[config.mk]
export PLATFORM = sky130hd
export DESIGN_NAME = uart_transmitter
export DESIGN_NICKNAME = d
export VERILOG_FILES = /design/src/rtl/uart_transmitter.sv
export SDC_FILE = /design/constraint.sdc
export NUM_CORES = 1
export LEC_CHECK = 0
export CORE_MARGIN = 4
export CORE_UTILIZATION = 62
export DETAILED_ROUTE_END_ITERATION = 10
export GPL_TIMING_DRIVEN = 1
export MAX_ROUTING_LAYER = met4
export PLACE_DENSITY_LB_ADDON = 0.2
export RECOVER_POWER = 25
export SYNTH_ARGS = -nofsm -noshare
export SYNTH_HDL_FRONTEND = slang
export SYNTH_SLANG_ARGS = --single-unit
export TNS_END_PERCENT = 5
[constraint.sdc]
create_clock -name clk -period 6.8 [get_ports clk]
set_input_delay 1.02 -clock clk [delete_from_list [all_inputs] [get_ports clk]]
set_output_delay 1.02 -clock clk [all_outputs]
set_load 0.01 [all_outputs]
[src/rtl/uart_transmitter.sv]
// uart_transmitter: 8N1 serial transmitter with a valid/ready byte input.
// Frame on o_tx: start bit (0), i_data[0] .. i_data[7], stop bit (1).
// Each bit is held for CLKS_PER_BIT clock cycles.
//
// Optional feature, selected by the macro UART_TX_BUFFER_EN:
//   defined   - a one-entry holding buffer accepts the next byte while a
//               frame is in flight, so frames can run back to back.
//   undefined - no buffer; a byte is accepted only in IDLE.
//
// All outputs are registers. o_ready and o_busy are loaded with the value
// that matches the next state, so they track the state with no extra lag.
module uart_transmitter #(
    parameter int unsigned CLKS_PER_BIT = 1395968
) (
    input  logic       clk,
    input  logic       i_reset_n,
    input  logic [0:7] i_data,
    input  logic       i_valid,
    output logic       o_ready,
    output logic       o_tx,
    output logic       o_busy
);

    // Last counter value of a bit period; the counter wraps to zero after it.
    localparam logic [23:0] CNT_MAX = 24'(CLKS_PER_BIT - 32'd1);

    typedef enum logic [1:0] {
        IDLE      = 2'd0,
        START_BIT = 2'd1,
        DATA_BITS = 2'd2,
        STOP_BIT  = 2'd3
    } state_t;

    // Frame state registers and their next-state values.
    state_t      r_state;
    state_t      w_state_next;
    logic [23:0] r_cnt;
    logic [23:0] w_cnt_next;
    logic [2:0]  r_bit_idx;
    logic [2:0]  w_bit_idx_next;
    logic [0:7]  r_data;
    logic [0:7]  w_data_next;
    logic        r_tx;
    logic        w_tx_next;
    logic        r_ready;
    logic        w_ready_next;
    logic        r_busy;
    logic        w_busy_next;

    // Holding-buffer view seen by the frame logic (constant when absent).
    logic        w_buf_full;
    logic [0:7]  w_buf_data;

    logic        w_handshake;
    logic        w_bit_end;

    assign w_handshake = i_valid && r_ready;
    assign w_bit_end   = (r_cnt == CNT_MAX);

    // Next-state, counter, bit-index and shift-register selection.
    always_comb begin
        w_state_next   = r_state;
        w_cnt_next     = r_cnt;
        w_bit_idx_next = r_bit_idx;
        w_data_next    = r_data;
        case (r_state)
            IDLE: begin
                w_cnt_next     = 24'd0;
                w_bit_idx_next = 3'd0;
                if (w_buf_full) begin
                    // A byte buffered on the last stop-bit edge starts now.
                    w_data_next  = w_buf_data;
                    w_state_next = START_BIT;
                end else if (w_handshake) begin
                    w_data_next  = i_data;
                    w_state_next = START_BIT;
                end else begin
                    w_state_next = IDLE;
                end
            end
            START_BIT: begin
                if (w_bit_end) begin
                    w_cnt_next     = 24'd0;
                    w_bit_idx_next = 3'd0;
                    w_state_next   = DATA_BITS;
                end else begin
                    w_cnt_next = r_cnt + 24'd1;
                end
            end
            DATA_BITS: begin
                if (w_bit_end) begin
                    w_cnt_next = 24'd0;
                    if (r_bit_idx == 3'd7) begin
                        w_bit_idx_next = 3'd0;
                        w_state_next   = STOP_BIT;
                    end else begin
                        w_bit_idx_next = r_bit_idx + 3'd1;
                    end
                end else begin
                    w_cnt_next = r_cnt + 24'd1;
                end
            end
            STOP_BIT: begin
                if (w_bit_end) begin
                    w_cnt_next     = 24'd0;
                    w_bit_idx_next = 3'd0;
                    if (w_buf_full) begin
                        // Chain straight into the next frame, no idle cycle.
                        w_data_next  = w_buf_data;
                        w_state_next = START_BIT;
                    end else begin
                        w_state_next = IDLE;
                    end
                end else begin
                    w_cnt_next = r_cnt + 24'd1;
                end
            end
            default: begin
                w_cnt_next     = 24'd0;
                w_bit_idx_next = 3'd0;
                w_state_next   = IDLE;
            end
        endcase
    end

    // Line level for the next cycle, so o_tx changes on the state's first edge.
    always_comb begin
        w_tx_next = 1'b1;
        case (w_state_next)
            IDLE:      w_tx_next = 1'b1;
            START_BIT: w_tx_next = 1'b0;
            DATA_BITS: w_tx_next = w_data_next[w_bit_idx_next];
            STOP_BIT:  w_tx_next = 1'b1;
            default:   w_tx_next = 1'b1;
        endcase
    end

`ifdef UART_TX_BUFFER_EN
    logic [0:7] r_buf;
    logic       r_buf_full;
    logic       w_fill_buf;
    logic       w_load_buf;
    logic       w_buf_full_next;

    // Any handshake outside IDLE parks the byte in the buffer.
    assign w_fill_buf      = w_handshake && (r_state != IDLE);
    // The buffer drains into the shift register when a new frame starts from it.
    assign w_load_buf      = r_buf_full &&
                             ((r_state == IDLE) || ((r_state == STOP_BIT) && w_bit_end));
    assign w_buf_full_next = w_fill_buf ? 1'b1 : (w_load_buf ? 1'b0 : r_buf_full);
    assign w_buf_full      = r_buf_full;
    assign w_buf_data      = r_buf;
    assign w_ready_next    = !w_buf_full_next;
    assign w_busy_next     = (w_state_next != IDLE) || w_buf_full_next;

    // Holding buffer: a fill on the same edge as a drain keeps the new byte.
    always_ff @(posedge clk or negedge i_reset_n) begin
        if (!i_reset_n) begin
            r_buf      <= 8'h00;
            r_buf_full <= 1'b0;
        end else if (w_fill_buf) begin
            r_buf      <= i_data;
            r_buf_full <= 1'b1;
        end else if (w_load_buf) begin
            r_buf_full <= 1'b0;
        end else begin
            r_buf_full <= r_buf_full;
        end
    end
`else
    assign w_buf_full   = 1'b0;
    assign w_buf_data   = 8'h00;
    assign w_ready_next = (w_state_next == IDLE);
    assign w_busy_next  = (w_state_next != IDLE);
`endif

    // Frame state and registered outputs; reset drops any frame in flight.
    always_ff @(posedge clk or negedge i_reset_n) begin
        if (!i_reset_n) begin
            r_state   <= IDLE;
            r_cnt     <= 24'd0;
            r_bit_idx <= 3'd0;
            r_data    <= 8'h00;
            r_tx      <= 1'b1;
            r_ready   <= 1'b1;
            r_busy    <= 1'b0;
        end else begin
            r_state   <= w_state_next;
            r_cnt     <= w_cnt_next;
            r_bit_idx <= w_bit_idx_next;
            r_data    <= w_data_next;
            r_tx      <= w_tx_next;
            r_ready   <= w_ready_next;
            r_busy    <= w_busy_next;
        end
    end

    assign o_tx    = r_tx;
    assign o_ready = r_ready;
    assign o_busy  = r_busy;

endmodule

## After elaboration in Yosys (flattened, before gate mapping)

Index checks and enable logic that the tools add are counted.

- Register bits after elaboration: 40
- Bits of input ports: 11
- Output and inout bits: 3
- Logic and storage cells: 44

- $add $sub $neg: 2
- Order comparisons: 1
- Equality and inequality tests: 8
- Muxes and demuxes: 18
- Bitwise gates (word level): 1
- Reduce and logical (&&, ||, !) cells: 7

Operator list:

| cell | count |
|---|---|
| $pmux 24 s2 | 1 |
| $add 24x1->24 const B | 1 |
| $eq 24x21->1 const B | 1 |
| $mux 24 | 1 |
| $mux 8 | 2 |
| $mux 3 | 3 |
| $pmux 3 s3 | 1 |
| $eq 2x2->1 const B | 4 |
| $mux 2 | 4 |
| $pmux 2 s4 | 1 |
| $eq 2x1->1 const B | 2 |
| $ge 4x4->1 const B | 1 |
| $logic_not 2->1 | 2 |
| $not 3->4 | 1 |
| $reduce_or 2->1 | 2 |
| $add 3x1->3 const B | 1 |
| $bmux 1 s3 | 1 |
| $eq 3x3->1 const B | 1 |
| $mux 1 | 3 |
| $pmux 1 s3 | 1 |
| $reduce_or 3->1 | 1 |
| $reduce_bool 2->1 | 1 |
| $logic_and 1x1->1 | 1 |

## Depth between registers and ports, before layout

- Word-level depth: 9
- Gate-level depth with buffers: 13
- Mapped depth without buffers: 11

## Worst setup path after synthesis

No wires, ideal clock.

- Path kind: input to register
- Start: input i_valid
- End: register r_tx (netlist: o_tx)
- Setup time: 0.089 ns
- Arrival: 2.384 ns
- Data required time: 6.711 ns
- Slack: 4.327 ns
- Stages: 7
- Path buffers: 0
- Cells stage by stage: nand2_1 > nor3_2 > mux2_2 > a21oi_1 > a211o_1 > o211a_1 > o32ai_2

- Word-level cells in the longest chain between the ends: 7
- Elaborated cells between the ends (all ways): 14
- Those cells by class: eq/ne (3); mux (8); reduce/logical (3)

RTL lines:

| element | RTL line | source |
|---|---|---|
| from (decl) | 18 | `input logic i_valid,` |
| $logic_and 1x1->1 | 57 | `assign w_handshake = i_valid && r_ready;` |
| $mux 8 | 74 | `end else if (w_handshake) begin` |
| $mux 8 | n/a |  |
| net w_data_next (one bit) | 42 | `logic [0:7] w_data_next;` |
| $bmux 1 s3 | 132 | `DATA_BITS: w_tx_next = w_data_next[w_bit_idx_next];` |
| $mux 1 (implied by the code) (2 in series) | 132 |  |
| $pmux 1 s3 | 129 | `case (w_state_next)` |
| net w_tx_next | 44 | `logic w_tx_next;` |
| to (signal assigned) | 192 | `r_tx <= w_tx_next;` |
| to (decl) | 43 | `logic r_tx;` |

The timed path passes the listed nets, and every way through them passes these cells. The select of a mux whose other input is x is not followed.

## Worst setup path in the final report

Ends and elaborated chain as after synthesis.

==> summary by stage <==
Worst hold path
Counting instances, the worst hold path has a depth of 1. The worst hold path endpoint is r_cnt[0]. The class of the tightest hold or removal check is reg2reg.

The worst hold path begins at r_cnt[0].

Layout
The count of filler cells inserted in the layout is 238. The sequential cell area in the final layout is 1000 sq um. In the final layout, the multi-input gates occupy 916 sq um.

From synthesis to final layout, the design area changed by 12.1%. 0 antenna diodes ended up in the layout. The layout cell share with drive strength beyond 1 is 12.6%.

Once layout is complete, the cells apart from fillers number 242. The final layout contains 214 nets.

CTS
The count of hold-fix buffers inserted at cts is 0. The tree built by TritonCTS fans out to 40 sinks. The clock tree from TritonCTS is done. Clock tree synthesis inserted a total of 5 buffers. After clock tree synthesis, the setup repair step added 0 buffers. The number of buffers on the longest clock path is 2. The clock-pin slew on the worst setup and hold paths is 130 ps. Once the clock tree was built, the resizer swapped 0 gates to a different size.

The root buffer cell chosen for the clock tree is clkbuf_4. The maximum level of the CTS H-tree is 2. The clock latency on the worst-skew pair is 350 ps.

Floorplan
The number of primary I/O pins is 14. The initial utilization of the core area, before any placement, comes to 64.8%. The die is 64.5 microns wide. The floorplan step set the die height to 64.5 microns. The die covers 4160 sq um. The floorplan has 20 rows. The floorplan core area is 3050 sq um.

Place
The weighted congestion reported at the end of routability-driven placement is 0.802. In this run the tool buffered the top-level ports with 13 buffer cells. The placed cell count is 234. The estimated wirelength of the detail-placed design is 2520 microns.

Critical path
The setup slack of the worst register-to-register path is 4060 ps. The path type of the worst setup path is in2reg. The endpoint of the worst-slack reg-to-reg timing path is o_tx. The maximum net fanout on the critical path is 9. The worst register-to-register path has a depth of 11. The required time at the endpoint of the critical path is 7080 ps. The startpoint identified for the worst register-to-register timing path is r_cnt[0].

The arrival time of the worst setup path is 3170 ps. The worst setup path is captured at a flop. The startpoint type of the worst setup path is an input pin.

Run status
The run finished, with violations left. The checks that failed: capacitance limit, slew limit.

Route
The first detailed-routing pass ran for 4 iterations. After detailed routing, the number of remaining DRC violations is 0. After detailed routing, the number of vias per cell comes to 5.49.

The routed layout has 1,329 vias. The number of violations reported at the end of detailed-routing iteration 0 is 74. In the final routed layout, each cell accounts on average for 14.4 microns. The routed wire length is 3500 microns.

The count of nets left with antenna violations once routing finished came out at 0.

Yosys
The share of synthesized flip-flops with an asynchronous set or reset is 100%. The register area share after synthesis is 50.7%. The synthesized design contains 40 register bits. The number of enable-type register cells in the synthesized netlist is 0. The average instance in the mapped netlist occupies 10.8 sq um. The post-synthesis net count is 200.

The number of warning messages in the yosys log is 0. In the synthesized netlist the dominant register cell turns out to be dfrtp_1. The number of distinct library cell variants in the gate-level netlist after synthesis is 39. Synthesis produced 183 cells. In this run the cell area of the synthesized design comes to 1980 sq um.

Global routing
Across every metal layer, demand over resource in global routing totals 20.8%. The maximum number of pins on one net before global-route repair is 41. The via count of the first global-routing pass is 1,423. The initial antenna violation count is 0. The global-route wire length before repair is 6440 microns. Summed over all layers, the global routing overflow is 0.

STA
Setup total negative slack on the finished layout was measured at 0 ps. The final critical path time including I/O delays and setup is 2890 ps. For this run, the top clock speed supported by timing is 346 MHz. After layout, the worst path uses 42.5% of the clock period. The number of endpoints failing setup at the final stage is 0. The final clock skew is 13.8 ps.

The final hold violation count is 0. Setup repair after global routing left no endpoint under its margin. The slew of the pin with the lowest slew margin is 2000 ps. The worst pin sits at a relative slew slack of -33.6%. The final-report max-slew violation count is 41.

Power
The worst-case vdd ir drop is 0.138 mV. Summed over all cells, the static leakage comes to 0.00102 uW. The power density relative to cell area is 183 nW/um^2.

Flow run
The tool flagged a number of max-cap violations equal to 1.
[worst max-delay path by stage]
| stage | startpoint | endpoint | slack, ps | cells past startpoint |
|---|---|---|---|---|
| 2_1_floorplan | i_valid | o_tx | 4330 | 7 |
| 3_3_place_gp | i_valid | o_tx | 3700 | 8 |
| 3_5_place_dp | i_valid | o_tx | 3580 | 8 |
| 4_1_cts | i_valid | o_tx | 3930 | 8 |
| 5_1_grt | r_cnt[0] | o_tx | 3770 | 11 |
| 6_report | i_valid | o_tx | 3910 | 8 |
[report_power, final]
group	switching, uW	internal (uW)
Sequential	0	238
Combinational	5.03	4.60
Clock	80.2	78.5
[through the flow]
| stage | cell area (sq um) | total power, uW | util, % | setup slack, ps | hold slack (ps) |
|---|---|---|---|---|---|
| after detailed placement | 2130 | 253 | 69.9 | 3580 | 486 |
| after floorplan | 1980 | 243 | - | 4330 | 447 |
| after global routing | 2220 | 425 | 72.7 | 3770 | 527 |
| after global placement | 2130 | 252 | 69.9 | 3700 | 481 |
| after CTS | 2220 | 411 | 72.7 | 3930 | 507 |
| final | 2220 | 406 | 72.7 | 3910 | 508 |
[registers in the layout (all words and copies together), names as in the netlist]
name	flops
o_busy	1
o_ready	1
o_tx	1
r_bit_idx	3
r_cnt	24
r_data	8
r_state	2
[layer usage]
metal	up-vias	routed length [microns]	track usage (%)	share of wire (%)
li1	654	-	-	-
met1	641	1620	27.1	46
met2	24	1690	31.2	48
met3	10	107	4.68	3.1
met4	0	70	9.76	2.0
met5	-	0	-	0
[critical path, stage by stage]
cell	delay [ps]
clkdlybuf4s50_1	450
nand2_1	70
nor3_2	600
mux2_2	310
a21oi_1	40
a211o_1	280
o211a_1	140
o32ai_2	250
[cell usage in the layout (no fill, tap or decap), types with 7 or more instances in the layout]
| cell | n |
|---|---|
| clkdlybuf4s50_1 | 12 |
| dfrtp_1 | 38 |
| inv_1 | 8 |
| mux2_2 | 7 |
| nand2_1 | 10 |
| nand3_1 | 7 |
| nand4_1 | 7 |
| nor2_1 | 29 |
| xnor2_1 | 9 |
| xor2_1 | 14 |
[cell families (layout without fill, tap and decap cells)]
| logic type | after synthesis | in the layout | share of synthesized area [%] |
|---|---|---|---|
| AND/OR/NAND/NOR | 77 | 77 | 20.7 |
| flip-flops | 40 | 40 | 50.7 |
| XOR/XNOR | 23 | 23 | 10.2 |
| buffers and inverters | 15 | 30 | 3.16 |
| AO/OA/AOI/OAI | 12 | 12 | 5.95 |
| multiplexers | 10 | 10 | 5.50 |
| adder cells (fa/ha/maj) | 6 | 6 | 3.79 |
[synth_stat cells (2+ instances only)]
library cell | n | area, sq um
nor2_1 | 29 | 109
or2_0 | 2 | 12.5
mux2i_1 | 3 | 30.0
nor4b_1 | 2 | 17.5
and4_1 | 2 | 17.5
nand3b_1 | 2 | 15.0
nand2_1 | 10 | 37.5
clkbuf_1 | 2 | 7.51
xor2_1 | 14 | 123
dfrtp_1 | 38 | 951
nand4_1 | 7 | 43.8
nand3_1 | 7 | 35.0
mux2_2 | 7 | 78.8
and3_1 | 3 | 18.8
o211a_1 | 3 | 30.0
nor3_1 | 3 | 15.0
xnor2_1 | 9 | 78.8
o221ai_1 | 2 | 17.5
ha_1 | 6 | 75.1
inv_1 | 8 | 30.0
buf_2 | 4 | 20.0
nor4bb_1 | 2 | 20.0
dfstp_2 | 2 | 52.6
[final cells by class]
type	instances	area share [%]
well taps	44	2.48
flip-flops and latches	40	45.2
repair buffers	13	5.58
inverters	9	1.58
clock buffers	5	1.69
clock inverters	3	2.14
multi-input cells	128	41.3
(Power assumes the default switching activity.)
